**src/rtl/nrzi_unstuff_rx_if.sv**
```systemverilog
// Line-side inputs and decoded-data outputs of the NRZI receiver.
// The master drives the bus samples; the slave is the receiver.
interface nrzi_unstuff_rx_if;
  logic dp;
  logic dm;
  logic recving;
  logic outb;
  logic outb_vld;
  logic sending;
  logic eop;
  logic err;

  modport master (
    output dp, dm, recving,
    input  outb, outb_vld, sending, eop, err
  );

  modport slave (
    input  dp, dm, recving,
    output outb, outb_vld, sending, eop, err
  );
endinterface

```
**src/rtl/nrzi_unstuff_rx.sv**
```systemverilog
// NRZI decoder with SYNC detection, bit unstuffing and EOP/error detection.
// Every output is registered: a line sample's effect shows one cycle later.
module nrzi_unstuff_rx (
  input logic             clk,
  input logic             rst,
  nrzi_unstuff_rx_if.slave bus
);

  typedef enum logic [1:0] {StIdle, StSync, StData, StEopWait} state_e;

  state_e      state_q, state_d;
  logic        prev_k_q, prev_k_d;  // last J/K line state, 1 = K
  logic [2:0]  ones_q, ones_d;
  logic [7:0]  hist_q, hist_d;
  logic [3:0]  cnt_q, cnt_d;
  logic        se0_seen_q, se0_seen_d;
  logic        outb_q, outb_d;
  logic        vld_q, vld_d;
  logic        sending_q, sending_d;
  logic        eop_q, eop_d;
  logic        err_q, err_d;

  logic is_j, is_k, is_se0, is_jk, dec;
  logic [7:0] hist_sh;

  assign is_j    = bus.dp & ~bus.dm;
  assign is_k    = ~bus.dp & bus.dm;
  assign is_se0  = ~bus.dp & ~bus.dm;
  assign is_jk   = is_j | is_k;
  assign dec     = (is_k == prev_k_q);
  // First arrival ends in bit 0 after eight shifts; SYNC = seven 0s then a 1.
  assign hist_sh = {dec, hist_q[7:1]};

  always_comb begin
    state_d    = state_q;
    prev_k_d   = is_jk ? is_k : prev_k_q;
    ones_d     = ones_q;
    hist_d     = hist_q;
    cnt_d      = cnt_q;
    se0_seen_d = se0_seen_q;
    outb_d     = 1'b0;
    vld_d      = 1'b0;
    eop_d      = 1'b0;
    err_d      = 1'b0;

    if (!bus.recving) begin
      state_d = StIdle;
    end else begin
      unique case (state_q)
        StIdle: begin
          if (is_k) begin
            state_d = StSync;
            hist_d  = {dec, 7'b0};
            cnt_d   = 4'd1;
          end
        end
        StSync: begin
          if (is_jk) begin
            hist_d = hist_sh;
            cnt_d  = cnt_q + 4'd1;
            if (cnt_q == 4'd7) begin
              if (hist_sh == 8'h80) begin
                state_d = StData;
                ones_d  = 3'd1;
              end else begin
                state_d = StIdle;
              end
            end
          end else begin
            state_d = StIdle;
          end
        end
        StData: begin
          if (is_jk) begin
            if (ones_q == 3'd6) begin
              // Stuffed slot: a 0 is dropped, a 1 is a stuffing violation.
              if (dec) begin
                err_d   = 1'b1;
                state_d = StIdle;
              end else begin
                ones_d = 3'd0;
              end
            end else begin
              outb_d = dec;
              vld_d  = 1'b1;
              ones_d = dec ? ones_q + 3'd1 : 3'd0;
            end
          end else if (is_se0) begin
            state_d    = StEopWait;
            se0_seen_d = 1'b0;
          end else begin
            err_d   = 1'b1;
            state_d = StIdle;
          end
        end
        StEopWait: begin
          if (!se0_seen_q && is_se0) begin
            se0_seen_d = 1'b1;
          end else if (se0_seen_q && is_j) begin
            eop_d   = 1'b1;
            state_d = StIdle;
          end else begin
            err_d   = 1'b1;
            state_d = StIdle;
          end
        end
        default: state_d = StIdle;
      endcase
    end

    sending_d = (state_d == StData) || (state_d == StEopWait);
  end

  always_ff @(posedge clk) begin
    if (rst) begin
      state_q    <= StIdle;
      prev_k_q   <= 1'b0;
      ones_q     <= 3'd0;
      hist_q     <= 8'd0;
      cnt_q      <= 4'd0;
      se0_seen_q <= 1'b0;
      outb_q     <= 1'b0;
      vld_q      <= 1'b0;
      sending_q  <= 1'b0;
      eop_q      <= 1'b0;
      err_q      <= 1'b0;
    end else begin
      state_q    <= state_d;
      prev_k_q   <= prev_k_d;
      ones_q     <= ones_d;
      hist_q     <= hist_d;
      cnt_q      <= cnt_d;
      se0_seen_q <= se0_seen_d;
      outb_q     <= outb_d;
      vld_q      <= vld_d;
      sending_q  <= sending_d;
      eop_q      <= eop_d;
      err_q      <= err_d;
    end
  end

  assign bus.outb     = outb_q;
  assign bus.outb_vld = vld_q;
  assign bus.sending  = sending_q;
  assign bus.eop      = eop_q;
  assign bus.err      = err_q;

endmodule

```
**src/flat_wrapper.sv**
```systemverilog
// flat-port wrapper written by rule: the top's interface ports become plain ports
module nrzi_unstuff_rx_flat 
  (clk, rst, bus_dp, bus_dm, bus_recving, bus_outb, bus_outb_vld, bus_sending, bus_eop, bus_err);
  nrzi_unstuff_rx_if bus_i ();
  input logic clk;
  input logic rst;
  input wire logic [$bits(bus_i.dp)-1:0] bus_dp;
  input wire logic [$bits(bus_i.dm)-1:0] bus_dm;
  input wire logic [$bits(bus_i.recving)-1:0] bus_recving;
  output wire logic [$bits(bus_i.outb)-1:0] bus_outb;
  output wire logic [$bits(bus_i.outb_vld)-1:0] bus_outb_vld;
  output wire logic [$bits(bus_i.sending)-1:0] bus_sending;
  output wire logic [$bits(bus_i.eop)-1:0] bus_eop;
  output wire logic [$bits(bus_i.err)-1:0] bus_err;
  assign bus_i.dp = bus_dp;
  assign bus_i.dm = bus_dm;
  assign bus_i.recving = bus_recving;
  assign bus_outb = bus_i.outb;
  assign bus_outb_vld = bus_i.outb_vld;
  assign bus_sending = bus_i.sending;
  assign bus_eop = bus_i.eop;
  assign bus_err = bus_i.err;
  nrzi_unstuff_rx u_core (.clk(clk), .rst(rst), .bus(bus_i));
endmodule
```
**config.mk**
```make
export PLATFORM = sky130hd
export DESIGN_NAME = nrzi_unstuff_rx_flat
export DESIGN_NICKNAME = d
export VERILOG_FILES = /design/src/rtl/nrzi_unstuff_rx_if.sv /design/src/rtl/nrzi_unstuff_rx.sv /design/src/flat_wrapper.sv
export SDC_FILE = /design/constraint.sdc
export NUM_CORES = 1
export LEC_CHECK = 0
export ABC_AREA = 1
export CAP_MARGIN = 10
export CORE_MARGIN = 3
export CORE_UTILIZATION = 30
export CTS_CLUSTER_SIZE = 28
export DETAILED_ROUTE_END_ITERATION = 10
export PLACE_DENSITY_LB_ADDON = 0.1
export SYNTH_ARGS = -nofsm -noshare
export SYNTH_HDL_FRONTEND = slang
export SYNTH_SLANG_ARGS = --single-unit
```
**constraint.sdc**
```tcl
create_clock -name clk -period 1.35 [get_ports clk]
set_input_delay 0.135 -clock clk [delete_from_list [all_inputs] [get_ports clk]]
set_output_delay 0.135 -clock clk [all_outputs]
set_load 0.005 [all_outputs]
```
Word level (Yosys, flattened, before mapping):

Cells that the tools add are included.

* register bits after elaboration: 24
* output and inout bits: 5

* add/sub/neg operators: 2
* equal/unequal tests: 18
* mux-type cells: 38
* bitwise operators: 10
* reductions and logical operators: 15

Operators by type and width (count)
* two-way mux 3 bit: 7
* two-way mux 2 bit: 10
* two-way mux 8 bit: 2
* one-hot mux 8 bit (2 select lines): 1
* inequality test 2 x 1 -> 1 bit (second input constant): 7
* two-way mux 1 bit: 11
* equality test 2 bit (second input constant): 4
* equality test 8 bit (second input constant): 1
* two-way mux 4 bit: 2
* one-hot mux 2 bit (4 select lines): 1
* one-hot mux 4 bit (2 select lines): 1
* OR reduction 4 bit: 2
* AND reduction 7 bit: 1
* inverter 1 bit: 6
* one-hot mux 3 bit (2 select lines): 1
* nonzero test 2 bit: 3
* AND reduction 5 bit: 1
* OR reduction 5 bit: 1
* adder 4 x 1 -> 4 bit (second input constant): 1
* equality test 4 x 3 -> 1 bit (second input constant): 1
* one-hot mux 1 bit (2 select lines): 2
* AND reduction 4 bit: 1
* adder 3 x 1 -> 3 bit (second input constant): 1
* AND 1 bit: 3
* 11 further kinds: 12

Logic depth before layout (Yosys ltp):

* depth after elaboration: 11
* gate-level depth with buffers: 12
* gate-level depth less buffers: 12

Worst setup path before layout:

Ideal clock, no wire load.

* path kind: in2reg
* start: input port bus_dm
* end: register u_core.cnt_q[1]
* setup time: 0.127 ns
* arrival time: 1.175 ns
* data required time: 1.223 ns
* setup slack: 0.048 ns
* cell stages on the path: 7
* path buffers: 0
* cells stage by stage: inv_1 ha_1 inv_2 nand2_2 nand3_4 o21ai_2 nor2_1

* longest elaborated chain between the ends: 5
* elaborated cells on any way between the ends: 7
* classes of those cells: eq/ne: 2; bitwise: 4; reduce/logical: 1

RTL lines
* from (decl): RTL line flat_wrapper.sv:8 `input wire logic [$bits(bus_i.dm)-1:0] bus_dm;`
* inverter 1 bit: RTL line nrzi_unstuff_rx.sv:26 `assign is_j = bus.dp & ~bus.dm;`
* AND 1 bit: RTL line nrzi_unstuff_rx.sv:26
* OR 1 bit: RTL line nrzi_unstuff_rx.sv:29 `assign is_jk = is_j | is_k;`
* inequality test 2 x 1 -> 1 bit (no line)
* AND reduction 4 bit (no line) *
* to (signal assigned): RTL line nrzi_unstuff_rx.sv:132 `cnt_q <= cnt_d;`
* to (decl): RTL line nrzi_unstuff_rx.sv:15 `logic [3:0] cnt_q, cnt_d;`

Mark *: on every way between the ends. The rest lies on a longest branch, timed or not.
A chain may end at the register's enable or synchronous reset.

Worst setup path after layout:

* start: register u_core.state_q[1]
* end: register u_core.ones_q[1]

* longest elaborated chain between the ends: 3
* elaborated cells on any way between the ends: 10
* classes of those cells: eq/ne: 7; mux: 1; reduce/logical: 2

RTL lines
* from (decl): RTL line nrzi_unstuff_rx.sv:11 `state_e state_q, state_d;`
* from (signal assigned): RTL line nrzi_unstuff_rx.sv:116 `state_q <= StIdle;`
* from (signal assigned): RTL line nrzi_unstuff_rx.sv:128 `state_q <= state_d;`
* equality test 2 bit or equality test 2 x 1 -> 1 bit (tied branches): RTL line nrzi_unstuff_rx.sv:49 `unique case (state_q)`
* inequality test 3 bit (no line), or another cell as far along
* AND reduction 7 bit (no line)
* to (signal assigned): RTL line nrzi_unstuff_rx.sv:130 `ones_q <= ones_d;`
* to (decl): RTL line nrzi_unstuff_rx.sv:13 `logic [2:0] ones_q, ones_d;`

Several ways; a longest one is shown, not always the timed one.

==> metrics.json <==
{
  "synth.ff_latch_count": 23,
  "clock_tree.root_cell": "clkbuf_8",
  "grt_pass1_wl_um": 4950,
  "yosys-top-cells-area": "dfxtp_1, nand2_1, nor2_1",
  "fill_cells": 392,
  "hold_ws_ps": 391,
  "setup.worst_path.class": "reg -> reg",
  "worst_hold_path_type": "in -> reg",
  "critPathTopFamily": "simple AND/OR/NAND/NOR gates",
  "final-seq-area_um2": 470,
  "detailedRoute.firstIterationViolations": 43,
  "max_cap_viols": 0,
  "num-nets-final": 230,
  "measured_slew_at_the_worst_slew_check_pin_ps": 262,
  "grt_setup_unrepaired": "true",
  "drt-wirelength-per-cell_um": 10.8,
  "power_per_cell_area_nw_per_um2": 814,
  "finalSetupViolations": 0,
  "total_leakage_power_nw": 0.775,
  "synth_area_per_cell_um2": 6.90,
  "layout_area_overhead_pct": 41.4,
  "arrival_time_reported_for_the_critical_path_endpoint_ps": 1470,
  "run_status": "finished, final reports clean",
  "grt_use_total_pct": 12.2,
  "yosys.cell_types.count": 26,
  "timing.final.crit_period_ps": 1300,
  "total_power_after_layout_mw": 1.40,
  "routed_via_density": 4.50,
  "multi_input_area_um2": 712,
  "r2r_start": "u_core.state_q[1]",
  "report.final.hold_viol_count": 0,
  "synth_nets": 187,
  "clk_path_buf_depth": 2,
  "layout_worst_path_cycle_share_pct": 96.2,
  "async_flop_share_pct": 0,
  "setup.reg_to_reg.worst_slack_ps": 50,
  "numPortBuffers": 9,
  "worstHoldPathCells": 4,
  "htreeDepth": 1,
  "worstSkewPairLatency_ps": 270,
  "synth.top_cell.area_share_pct": 37.9,
  "route.antenna.remaining_nets": 0,
  "clkSlewWorstSetupHoldPaths_ps": 80,
  "routed_vias": 1198,
  "synth_area_um2": 1210,
  "floorplan.die_area_um2": 4850,
  "synth_most_common_cell": "nand2_1",
  "path_depth": 9,
  "antenna_found_initial": 0,
  "cp_cell_sequence": "buf_4 -> nand2_4 -> nor2_1 -> nand2_1 -> nand2_2 -> nor2_4 -> buf_4 -> a21oi_2 -> nor2_1",
  "ir_drop_uv": 439,
  "crit_path_launch_type": "flip-flop",
  "seq_area_frac_synth_pct": 37.9,
  "n_antenna_cell": 0,
  "grt_pass1_vias": 1174,
  "placed_cells_incl_taps": 257,
  "place.detailed.hpwl_um": 2190,
  "fp.dieW_um": 69.6,
  "worst_path_largest_cell_delay_ps": 390,
  "largest_net_degree_at_the_start_of_global_routing": 14,
  "coreArea_um2": 3770,
  "clock_sinks": 23,
  "path_max_fanout": 5,
  "yosysWarnings": 0,
  "synth-edff-count": 0,
  "max_clock_freq_mhz": 770,
  "worst_ep_required_time_ps": 1520,
  "drt-total-wl_um": 2870,
  "drc_violations": 0,
  "cts_inserted_buffers": 3,
  "relSlewSlack_pct": 82.5,
  "post_synth_inst_count": 176,
  "worst_r2r_path_depth": 9,
  "setup.worst_path.end_class": "flip-flop",
  "critical_path.n_buffers_inverters": 2,
  "die_height_um": 69.6,
  "drive_gt1_share_pct": 32.6,
  "slowest_stage": "dfxtp_4",
  "cts_tree": "done",
  "final_cell_count_no_fill": 266,
  "synth.top_cells.by_count": "nand2_1, nor2_1, inv_1, dfxtp_1, o21ai_0",
  "floorplan.initialDensity_pct": 32.2,
  "synthFlopType": "dfxtp_1",
  "drv_slew": 0,
  "grt_overflow_total": 0,
  "setup.worst_path.end": "u_core.ones_q[1]",
  "drt-pass1-iter-count": 4,
  "netlist.top_cell.by_area": "dfxtp_1",
  "regToRegEndpoint": "u_core.ones_q[1]",
  "routabilityCongestion": 0.830,
  "num_rows": 22,
  "worst_clock_skew_ps": 3.51,
  "setup.worst_path.start": "u_core.state_q[1]",
  "top_level_ports": 10,
  "cts_hold_repair.buffers": 0
}
==> per-layer routing <==
metal | wire [um] | up-vias | GRT usage, %
met5 | 0 | - | 0
met2 | 1370 | 14 | 20.2
met1 | 1390 | 544 | 16.0
li1 | - | 636 | -
met4 | 22 | 0 | 2.55
met3 | 86 | 4 | 3.04
==> through the flow <==
step                setup WS [ps]  utilization, %  setup TNS (ps)  cell area, um^2
floorplan                    48.1               -               0             1210
global placement             -473            40.9           -7410             1540
detailed placement           -489            40.9           -8170             1540
CTS                          10.6            43.2               0             1630
global route                -41.2            45.6           -88.2             1720
finish                       51.4            45.6               0             1720
==> repair_timing <==
action,4_1_cts,5_1_grt
pin swaps,5,15
buffers inserted,1,4
setup endpoints to repair,19,16
resized for setup,11,28
==> layout by cell type (no fill, tap or decap), types with 2 or more instances in the layout <==
master / instances
a211oi_2: 2
a21oi_1: 5
buf_4: 29
buf_6: 2
clkbuf_8: 3
clkdlybuf4s50_1: 7
dfxtp_1: 17
dfxtp_2: 5
ha_2: 2
ha_4: 3
inv_1: 22
inv_2: 6
nand2_1: 38
nand2_2: 5
nand3_1: 5
nand3_2: 2
nand4_1: 2
nor2_1: 29
nor2_2: 2
nor2_4: 2
nor3_1: 2
nor4_1: 2
o21ai_0: 8
o21ai_1: 4
xor2_1: 2
==> area by class of cell <==
cell class	count	area share (%)
clock inverters	1	0.291
clock buffers	3	2.40
flip-flops and latches	23	27.4
multi-input cells	123	41.4
repair buffers	40	18.9
inverters	28	6.12
well taps	48	3.50
==> registers in the layout, indices dropped and copies added, names as in the netlist, 2 cells and up <==
name	cells
u_core.hist_q	7
u_core.cnt_q	4
u_core.ones_q	3
u_core.state_q	2
==> logic make-up (layout without fill, tap and decap cells) <==
logic type                 Yosys count  after routing  synth area share (%)
and+or+nand+nor                     92             92                  33.4
buffers and inverters               30             72                  10.2
adders and majority gates            6              6                  6.18
AOI/OAI and AO/OA                   23             23                  10.9
xor gates and xnor gates             2              2                  1.44
DFF                                 23             23                  37.9
==> worst min-delay path: stages <==
cell,delay (ps)
clkbuf_2,120
ha_4,150
inv_1,80
a21oi_1,130
==> worst min path at each step <==
stage | start | slack, ps | end
floorplan | rst | 200 | u_core.se0_seen_q
global placement | u_core.hist_q[7] | 450 | u_core.hist_q[7]
detailed placement | u_core.hist_q[7] | 460 | u_core.hist_q[7]
CTS | bus_dp | 460 | u_core.bus.eop
global route | bus_dm | 420 | u_core.prev_k_q
finish | bus_dm | 390 | u_core.prev_k_q
==> power breakdown <==
group | internal (mW) | switching (mW)
sequential | 0.699 | 0.0169
combinational | 0.118 | 0.126
clock | 0.206 | 0.232
total | 1.02 | 0.374
No activity file was read; power rests on OpenSTA's default activity.
